## src/rtl/wdt_pkg.sv

```systemverilog
// wdt_pkg: state encodings, fault codes and a saturating increment shared by the watchdog.
package wdt_pkg;
    typedef enum logic [1:0] {
        ST_IDLE   = 2'b00,
        ST_FIRST  = 2'b01,
        ST_SECOND = 2'b10,
        ST_RESET  = 2'b11
    } wdt_state_e;
    localparam logic [2:0] FC_NONE    = 3'b000;
    localparam logic [2:0] FC_EARLY   = 3'b001;
    localparam logic [2:0] FC_TIMEOUT = 3'b010;
    localparam logic [2:0] FC_LIMIT   = 3'b100;
    function automatic logic [7:0] sat_inc(input logic [7:0] v);
        return (v == 8'hFF) ? v : v + 8'd1;
    endfunction
endpackage

```

## src/rtl/wdt_prescaler.sv

```systemverilog
// wdt_prescaler: divides CLK down to a one-cycle window tick, restartable by a sync clear.
module wdt_prescaler #(
    parameter int PRESC_DIV = 1000,
    parameter int PRESC_W   = 10
) (
    input  logic CLK,
    input  logic RST,
    input  logic i_clr,
    output logic o_tick
);
    logic [PRESC_W-1:0] r_cnt;
    assign o_tick = r_cnt == PRESC_W'(PRESC_DIV - 1);
    always_ff @(posedge CLK) begin
        if (RST || i_clr || o_tick)
            r_cnt <= '0;
        else
            r_cnt <= r_cnt + 1'b1;
    end
endmodule

```

## src/rtl/window_watchdog_core.sv

```systemverilog
// window_watchdog_core: closed/open window watchdog with fault counting and system reset pulse.
module window_watchdog_core
    import wdt_pkg::*;
#(
    parameter int PRESC_DIV = 1000,
    parameter int PRESC_W   = 10,
    parameter int RST_PULSE = 16
) (
    input  logic       CLK,
    input  logic       RST,
    input  logic [7:0] FWLEN,
    input  logic [7:0] SWLEN,
    input  logic [7:0] RST_LMT,
    input  logic       WDSRVC,
    input  logic       INIT,
    output logic [1:0] STATE,
    output logic [7:0] FLT_CNT,
    output logic [2:0] FLT_CODE,
    output logic       WD_FAULT,
    output logic       SYS_RST
);
    localparam int RC_W = $clog2(RST_PULSE + 1);

    wdt_state_e r_state, w_next, w_win_st;
    logic [7:0] r_wcnt, r_fw, r_sw, r_flt_cnt, w_len, w_cnt_inc;
    logic [2:0] r_flt_code, w_code;
    logic [RC_W-1:0] r_rcnt;
    logic r_srv_q, r_wd_fault, r_sys_rst;
    logic w_srv, w_tick, w_end, w_enter, w_fault, w_limit, w_rst_done, w_win_next, w_clr;

    assign w_srv      = WDSRVC & ~r_srv_q;
    assign w_len      = (r_state == ST_FIRST) ? r_fw : ((r_sw == 8'd0) ? 8'd1 : r_sw);
    assign w_end      = w_tick && (r_wcnt == w_len - 8'd1);
    assign w_win_st   = (FWLEN == 8'd0) ? ST_SECOND : ST_FIRST;
    assign w_cnt_inc  = sat_inc(r_flt_cnt);
    assign w_limit    = (RST_LMT != 8'd0) && (w_cnt_inc >= RST_LMT);
    assign w_rst_done = (r_state == ST_RESET) && (r_rcnt == RC_W'(RST_PULSE - 1));
    assign w_win_next = (w_next == ST_FIRST) || (w_next == ST_SECOND);
    // Counters are held cleared outside the windows and restart on every window entry.
    assign w_clr      = w_enter || !w_win_next;

    wdt_prescaler #(.PRESC_DIV(PRESC_DIV), .PRESC_W(PRESC_W)) u_presc (
        .CLK   (CLK),
        .RST   (RST),
        .i_clr (w_clr),
        .o_tick(w_tick)
    );

    always_comb begin
        w_next  = r_state;
        w_enter = 1'b0;
        w_fault = 1'b0;
        w_code  = FC_NONE;
        case (r_state)
            ST_IDLE: begin
                w_next  = INIT ? w_win_st : ST_IDLE;
                w_enter = INIT;
            end
            ST_FIRST: begin
                if (!INIT)
                    w_next = ST_IDLE;
                else if (w_srv) begin
                    w_fault = 1'b1;
                    w_code  = FC_EARLY;
                end else if (w_end) begin
                    w_next  = ST_SECOND;
                    w_enter = 1'b1;
                end
            end
            ST_SECOND: begin
                if (!INIT)
                    w_next = ST_IDLE;
                else if (w_srv) begin
                    w_next  = w_win_st;
                    w_enter = 1'b1;
                end else if (w_end) begin
                    w_fault = 1'b1;
                    w_code  = FC_TIMEOUT;
                end
            end
            default: begin
                w_next  = w_rst_done ? (INIT ? w_win_st : ST_IDLE) : ST_RESET;
                w_enter = w_rst_done && INIT;
            end
        endcase
        if (w_fault) begin
            w_next  = w_limit ? ST_RESET : w_win_st;
            w_enter = !w_limit;
            w_code  = w_limit ? FC_LIMIT : w_code;
        end
    end

    always_ff @(posedge CLK) begin
        if (RST) begin
            r_state    <= ST_IDLE;
            r_wcnt     <= 8'd0;
            r_fw       <= 8'd0;
            r_sw       <= 8'd0;
            r_flt_cnt  <= 8'd0;
            r_flt_code <= FC_NONE;
            r_rcnt     <= '0;
            r_srv_q    <= 1'b0;
            r_wd_fault <= 1'b0;
            r_sys_rst  <= 1'b0;
        end else begin
            r_state    <= w_next;
            r_srv_q    <= WDSRVC;
            r_wd_fault <= w_fault;
            r_sys_rst  <= w_next == ST_RESET;
            r_rcnt     <= (r_state == ST_RESET) ? r_rcnt + 1'b1 : '0;
            r_wcnt     <= w_clr ? 8'd0 : (w_tick ? r_wcnt + 8'd1 : r_wcnt);
            if (w_enter) begin
                r_fw <= FWLEN;
                r_sw <= SWLEN;
            end
            if (w_fault) begin
                r_flt_cnt  <= w_cnt_inc;
                r_flt_code <= w_code;
            end else if (w_rst_done)
                r_flt_cnt <= 8'd0;
        end
    end

    assign STATE    = r_state;
    assign FLT_CNT  = r_flt_cnt;
    assign FLT_CODE = r_flt_code;
    assign WD_FAULT = r_wd_fault;
    assign SYS_RST  = r_sys_rst;
endmodule
```

## config.mk

```make
export PLATFORM = sky130hd
export DESIGN_NAME = window_watchdog_core
export DESIGN_NICKNAME = d
export VERILOG_FILES = /design/src/rtl/wdt_pkg.sv /design/src/rtl/wdt_prescaler.sv /design/src/rtl/window_watchdog_core.sv
export SDC_FILE = /design/constraint.sdc
export NUM_CORES = 1
export LEC_CHECK = 0
export CORE_AREA = 5 5 119 121
export DETAILED_ROUTE_END_ITERATION = 8
export DIE_AREA = 0 0 124 126
export GPL_TIMING_DRIVEN = 0
export PLACE_DENSITY = 0.44
export SLEW_MARGIN = 0
export SYNTH_ARGS = -nofsm -noshare
export SYNTH_HDL_FRONTEND = slang
export SYNTH_SLANG_ARGS = --single-unit
```

## constraint.sdc

```tcl
create_clock -name CLK -period 7 [get_ports CLK]
set_clock_uncertainty 0.15 [all_clocks]
set_input_delay 2.1 -clock CLK [delete_from_list [all_inputs] [get_ports CLK]]
set_output_delay 2.1 -clock CLK [all_outputs]
set_load 0.02 [all_outputs]
```

==> results.md, run 1 <==
* Total track usage at 10.9%
* CTS Buf Count at 5
* TritonCTS clock tree: yes
* Die height at 126 µm
* Post-DR wirelength/cell at 13.3 µm
* IO Count at 43
* DRT Wirelength at 8040 µm
* Setup bufs post-CTS at 0
* Max-Cap Viols at 0
* Crit-path max FO at 10
* Global-route wire length before repair at 13600 µm
* Tcrit/Tclk final at 79.0%
* Final Non-Filler Cells at 603
* Filler cell count at 1397
* DIE WIDTH at 124 µm
* Starting density of the core at 25.4%
* Clk buf depth at 2
* Critical Path, Cell by Cell: clkdlybuf4s50_1 -> ha_1 -> nand2b_1 -> a21o_1 -> a21o_1 -> a21oi_1 -> o21a_1 -> o21ai_1 -> nor2_1 -> a21oi_1 -> ha_1 -> nand2b_1 -> buf_1 -> clkbuf_1 -> nor3_1
* Post-Synthesis Cells at 378
* Layout Nets at 474
* Setup-failing EPs final at 0
* Stages on the worst setup path at 15
* Hold path depth at 1
* RSZ-0062 raised after global routing: no
* # resized after CTS at 0
* Startpoint Class: primary input
* Clock latency on the worst-skew pair at 0.30 ns
* Number of global-route vias before repair at 2778
* Share of layout cells above drive strength 1 at 4.45%
* Setup CP Type: in -> reg
* Max Slew Vio Count at 0
* Core area at 0.0130 mm²
* Root Driver: clkbuf_16
* ANT nets after route at 0
* Wire length on met3 at 411 µm
* Slowest cell delay on critical path at 0.60 ns
* Endpoints failing hold at 0
* Req. time, crit path at 7.02 ns
* Final TNS setup at 0 ns
* Grt total ovfl at 0
* Synth top area share at 33.4%
* WL met1 at 3770 µm
* Routability congestion estimate at 0.745
* DR iter-0 viols at 107
* Yosys warning count at 0
* Post-Syn Area per Cell at 8.73 µm²
* Met2 wire len at 3770 µm
* WP buf/inv at 3
* Hold/Removal Path Class: reg -> reg
* ANT cells at 0
* Remaining DRCs at 0
* Largest net degree at the start of global routing at 16
* PortBufs at 41
* Area Growth Syn to Fin at 23.9%
* Highest Signal Layer: met4
* Count of cell types in the netlist at 46
* Worst-Margin Slew at 0.755 ns
* Fmax at 0.181 GHz
* Routed vias at 2751
* Worst Reg-to-Reg Cells at 19
* Cell taking the most area after synthesis: dfxtp_1
* Cts hold-fix bufs at 0
* Mapped Nets at 426
* Row count at 42
* Post-Syn Area at 0.00330 mm²
* Die area at 0.0156 mm²
* Post-synthesis sequential area ratio at 33.4%
* Share of flip-flops with an asynchronous set or reset after synthesis at 0%
* Post-DP HPWL at 6290 µm
* Clock sinks at 55
* Cell Pwr Density at 175 mW/mm²
* Initial antenna violation count at 0
* Data arrival, critical path at 5.55 ns
* Hold Slack at 0.298 ns
* Status: completed
* Synth Register Bits at 55
* Clock transition at the registers of the reported paths at 0.06 ns
* Slowest cell on crit path: o21ai_1
* Synth Flop Type: dfxtp_1
* Ranking of synthesized cells by area: dfxtp_1 (33%), ha_1 (7.6%), mux2i_1 (7.6%)
* Pleak at 1.53 nW
* Post-synth EDFFs at 0
* Placed Cells at 595
* Via-to-Cell Ratio at 4.56
* Worst VDD drop at 0.0936 mV
* DRT Pass-1 Iters at 4
* Crit-path leading delay family: compound AO/OA/AOI/OAI gates
* CP endpoint kind: register
* Min cycle time layout at 5.53 ns
* Max_slew headroom at 49.4%
* H-Tree Depth at 2
report_power, final:
part | leakage [nW] | internal, W | switching [W]
registers | 0.446 | 0.000322 | 0.00000973
clock network | 0.0772 | 0.000153 | 0.000112
logic | 1.00 | 0.0000617 | 0.0000584
path summary, 6_finish.rpt:
| check | slack (ns) | startpoint | end |
|---|---|---|---|
| max | 1.47 | RST_LMT[0] | u_presc.r_cnt[2] |
| max reg2reg | 2.02 | STATE[0] | u_presc.r_cnt[2] |
| min reg2reg | 0.30 | r_rcnt[0] | r_rcnt[0] |
| min | 0.30 | r_rcnt[0] | r_rcnt[0] |
placed cells by master, fill, tap and decap left out, drive strengths merged, types with 5 or more instances in the layout:
| master | Yosys | final |
|---|---|---|
| a21oi | 24 | 24 |
| nand4 | 5 | 5 |
| nand2 | 29 | 29 |
| nor3 | 19 | 19 |
| dfxtp | 55 | 55 |
| xor2 | 12 | 12 |
| nand2b | 36 | 36 |
| clkdlybuf4s50 | 0 | 41 |
| mux2i | 25 | 25 |
| ha | 20 | 20 |
| o21a | 5 | 5 |
| nor2 | 20 | 20 |
| nor4 | 11 | 11 |
| nand3 | 22 | 22 |
| inv | 12 | 12 |
| and3 | 7 | 7 |
| xnor2 | 20 | 20 |
| buf | 6 | 6 |
| clkbuf | 10 | 18 |
logic make-up (layout without fill, tap and decap cells):
group	Yosys count	after routing	share of synthesized area (%)
AO/OA/AOI/OAI	52	52	11.3
XOR/XNOR	32	32	8.50
adder cells (fa/ha/maj)	20	20	7.59
buffers and inverters	28	77	4.29
flip-flops	55	55	33.4
multiplexers	26	26	7.93
AND/OR/NAND/NOR	165	165	27.0
sequential cells by signal, indices dropped and copies added, names as in the netlist, 2 cells and up:
signal and count:
u_presc.r_cnt 10, FLT_CNT 8, r_fw 8, r_sw 8, r_wcnt 8, r_rcnt 5
FLT_CODE 3, STATE 2
area by class of cell:
| cell class | instances | area [µm²] | area share [%] |
|---|---|---|---|
| multi-input cells | 295 | 2060 | 50.3 |
| clock buffers | 8 | 156 | 3.83 |
| repair buffers | 41 | 410 | 10.0 |
| well taps | 176 | 220 | 5.39 |
| plain buffers | 16 | 96.3 | 2.36 |
| inverters | 12 | 45.0 | 1.10 |
| flip-flops and latches | 55 | 1100 | 27.0 |
cells in the mapped netlist, types with 4 or more instances:
master    number
inv_1         12
xnor2_1       20
nor4_1        11
a21oi_1       23
a31oi_1        4
nor2_1        20
ha_1          20
nand3_1       22
nor3_1        17
and3_1         7
nand4_1        5
mux2i_1       25
nand2_1       29
nand2b_1      36
o21a_1         5
a21o_1         4
xor2_1        12
clkbuf_1      10
dfxtp_1       55
layer usage:
layer / vias up / GRT usage [%]
met5: - / 0
met2: 46 / 17.9
li1: 1427 / -
met3: 7 / 2.20
met1: 1271 / 14.2
met4: 0 / 3.29
metrics by stage:
step	total power, W	utilization (%)	cell area (µm²)	setup WS, ns
2_1_floorplan	0.000421	-	3300	2.23
3_3_place_gp	0.000460	30.3	3930	1.08
3_5_place_dp	0.000460	30.3	3930	1.09
4_1_cts	0.000728	31.5	4090	1.40
5_1_grt	0.000755	31.5	4090	1.08
6_report	0.000716	31.5	4090	1.47
Note: power is estimated with default switching activity, not from simulation.
==> inputs of run 2 (changes only) <==
==> constraint.sdc (replaced) <==
create_clock -name CLK -period 5.35 [get_ports CLK]
set_clock_uncertainty 0.15 [all_clocks]
set_input_delay 1.605 -clock CLK [delete_from_list [all_inputs] [get_ports CLK]]
set_output_delay 1.605 -clock CLK [all_outputs]
set_load 0.02 [all_outputs]
==> run 2 against run 1 <==
  * Sequential share of layout area barely moved
  * Setup slack got worse by 1.0 ns
  * Via count rose by 0.33%
  * Final cell count did not move
  * Critical path depth did not move
  * Routed wire length rose by 0.14%
  * Hold slack barely moved
  * Register-to-register slack got worse by 1.5 ns
  * Design area barely moved
==> results.md, run 2 (synthesis gave the netlist of run 1 again) <==
* TritonCTS clock tree: yes
* RSZ-0062 raised after global routing: no
* Final Non-Filler Cells at 603 (unchanged)
* Total track usage at 10.9% (unchanged)
* Pleak at 1.53 nW (+0.18%)
* Min cycle time layout at 4.90 ns
* Fmax at 0.204 GHz
* DIE WIDTH at 124 µm (unchanged)
* CTS Buf Count at 5 (unchanged)
* Layout Nets at 474 (unchanged)
* Largest reg by FF count: u_presc.r_cnt
* Setup ws final at 0.448 ns (-1.02 ns)
* Filler cell count at 1401 (+0.29%)
* Die area at 0.0156 mm² (unchanged)
* H-Tree Depth at 2 (unchanged)
* Clock latency on the worst-skew pair at 0.30 ns (about the same)
* Area Growth Syn to Fin at 23.9% (about the same)
* Worst-Margin Slew at 0.758 ns (+0.00348 ns)
* Most common cell after layout, fill and taps aside: dfxtp_1
* Routability congestion estimate at 0.745 (unchanged)
* Max Slew Vio Count at 0 (unchanged)
* IO Count at 43 (unchanged)
* Grt total ovfl at 0 (unchanged)
* PortBufs at 41 (unchanged)
* Share of layout cells above drive strength 1 at 4.68% (+0.23 points)
* Remaining DRCs at 0 (unchanged)
* Startpoint Class: primary input
* CP endpoint kind: register
* Initial antenna violation count at 0 (unchanged)
* Via-to-Cell Ratio at 4.58 (+0.33%)
* Global-route wire length before repair at 13600 µm (unchanged)
* Hold/Removal Path Class: reg -> reg
* Clock sinks at 55 (unchanged)
* Hold Slack at 0.298 ns (-0.0000140 ns)
* Clk buf depth at 2 (unchanged)
* Most frequent cells in the layout: dfxtp_1 (55), clkdlybuf4s50_1 (41), nand2b_1 (36), nand2_1 (29), mux2i_1 (25)
* Setup CP Type: in -> reg
* Max-Cap Viols at 0 (unchanged)
* Tcrit/Tclk final at 91.6%
* Post-DR wirelength/cell at 13.4 µm (+0.14%)
* Worst VDD drop at 0.122 mV (+31%)
* Routed vias at 2760 (+0.33%)
* DR iter-0 viols at 120 (+12%)
* Die height at 126 µm (unchanged)
* Pre-CTS setup slack at -0.0653 ns (-1.16 ns)
* Crit-path max FO at 10 (unchanged)
* ANT nets after route at 0 (unchanged)
* Post-DP HPWL at 6290 µm (unchanged)
* Clock transition at the registers of the reported paths at 0.06 ns (about the same)
* Req. time, crit path at 5.38 ns (-1.64 ns)
* Cell Pwr Density at 229 mW/mm² (+31%)
* Status: completed
* Root Driver: clkbuf_16
* DRT Pass-1 Iters at 4 (unchanged)
* Largest net degree at the start of global routing at 16 (unchanged)
* Area of the multi-input gates at 0.00206 mm² (unchanged)
* Sequential cell area at 0.00110 mm² (unchanged)
* Row count at 42 (unchanged)
* ANT cells at 0 (unchanged)
* Core area at 0.0130 mm² (unchanged)
* Final TNS setup at 0 ns (unchanged)
* Endpoints failing hold at 0 (unchanged)
* Data arrival, critical path at 4.93 ns (-0.62 ns)
* Max_slew headroom at 49.1% (-0.23 points)
* Setup bufs post-CTS at 0 (unchanged)
* Number of global-route vias before repair at 2778 (unchanged)
* Setup-failing EPs final at 0 (unchanged)
* Placed Cells at 595 (unchanged)
* Starting density of the core at 25.4% (unchanged)
* DRT Wirelength at 8050 µm (+0.14%)
* Max reg flops at 10 (unchanged)
[run 2: cell types whose count changed in the layout (fill, tap and decap cells not counted)]
cell	change
clkbuf_1	-1
clkbuf_2	+1
[run 2: per-stage QoR]
step | total power [W] | area [µm²] | utilization, %
after global routing | 0.000988 | 4090 | 31.5
after global placement | 0.000601 | 3930 | 30.3
final | 0.000937 | 4090 | 31.5
after detailed placement | 0.000602 | 3930 | 30.3
after CTS | 0.000952 | 4090 | 31.5
after floorplan | 0.000551 | 3300 | -
[run 2: routing by layer]
layer  vias to the layer above  GRT usage, %  wire (µm)
met1                      1272          14.2       3730
met5                         -             0          0
met3                         7          2.20        450
met2                        55          17.9       3790
li1                       1426             -          -
met4                         0          3.29         85
[run 2: power by group]
group | total [W] | internal, W | switching, W
clock | 0.000346 | 0.000200 | 0.000146
combinational | 0.000158 | 0.0000810 | 0.0000766
sequential | 0.000434 | 0.000421 | 0.0000127
[run 2: what timing repair did]
| action | in CTS | in global routing |
|---|---|---|
| resized for setup | 0 | 2 |
| endpoints found under the setup margin | 0 | 10 |
| hold buffers | 0 | 0 |
[run 2: layout make-up]
cell class / count / share of cell area [%]
sequential: 55 / 26.9
inverter: 12 / 1.10
tap: 176 / 5.39
multi-input combinational: 295 / 50.3
timing repair buffer: 41 / 10.0
clock buffer: 8 / 3.83
buffer: 16 / 2.39
[run 2: worst max-delay path: stages]
cell and delay, ns:
clkdlybuf4s50_1 0.44, ha_1 0.29, nand2b_1 0.09, a21o_1 0.11, a21o_1 0.10, a21oi_1 0.07, o21a_1 0.19, o21ai_1 0.61
nor2_1 0.12, a21oi_1 0.21, ha_1 0.26, nand2b_1 0.10, buf_1 0.35, clkbuf_2 0.32, nor3_1 0.08
[run 2: worst paths after layout]
kind,from,endpoint,slack [ns],cells past startpoint
hold / removal,r_rcnt[0],r_rcnt[0],0.30,1
setup reg to reg,STATE[0],u_presc.r_cnt[2],0.50,19
hold reg to reg,r_rcnt[0],r_rcnt[0],0.30,1
setup / recovery,RST_LMT[0],u_presc.r_cnt[2],0.45,15
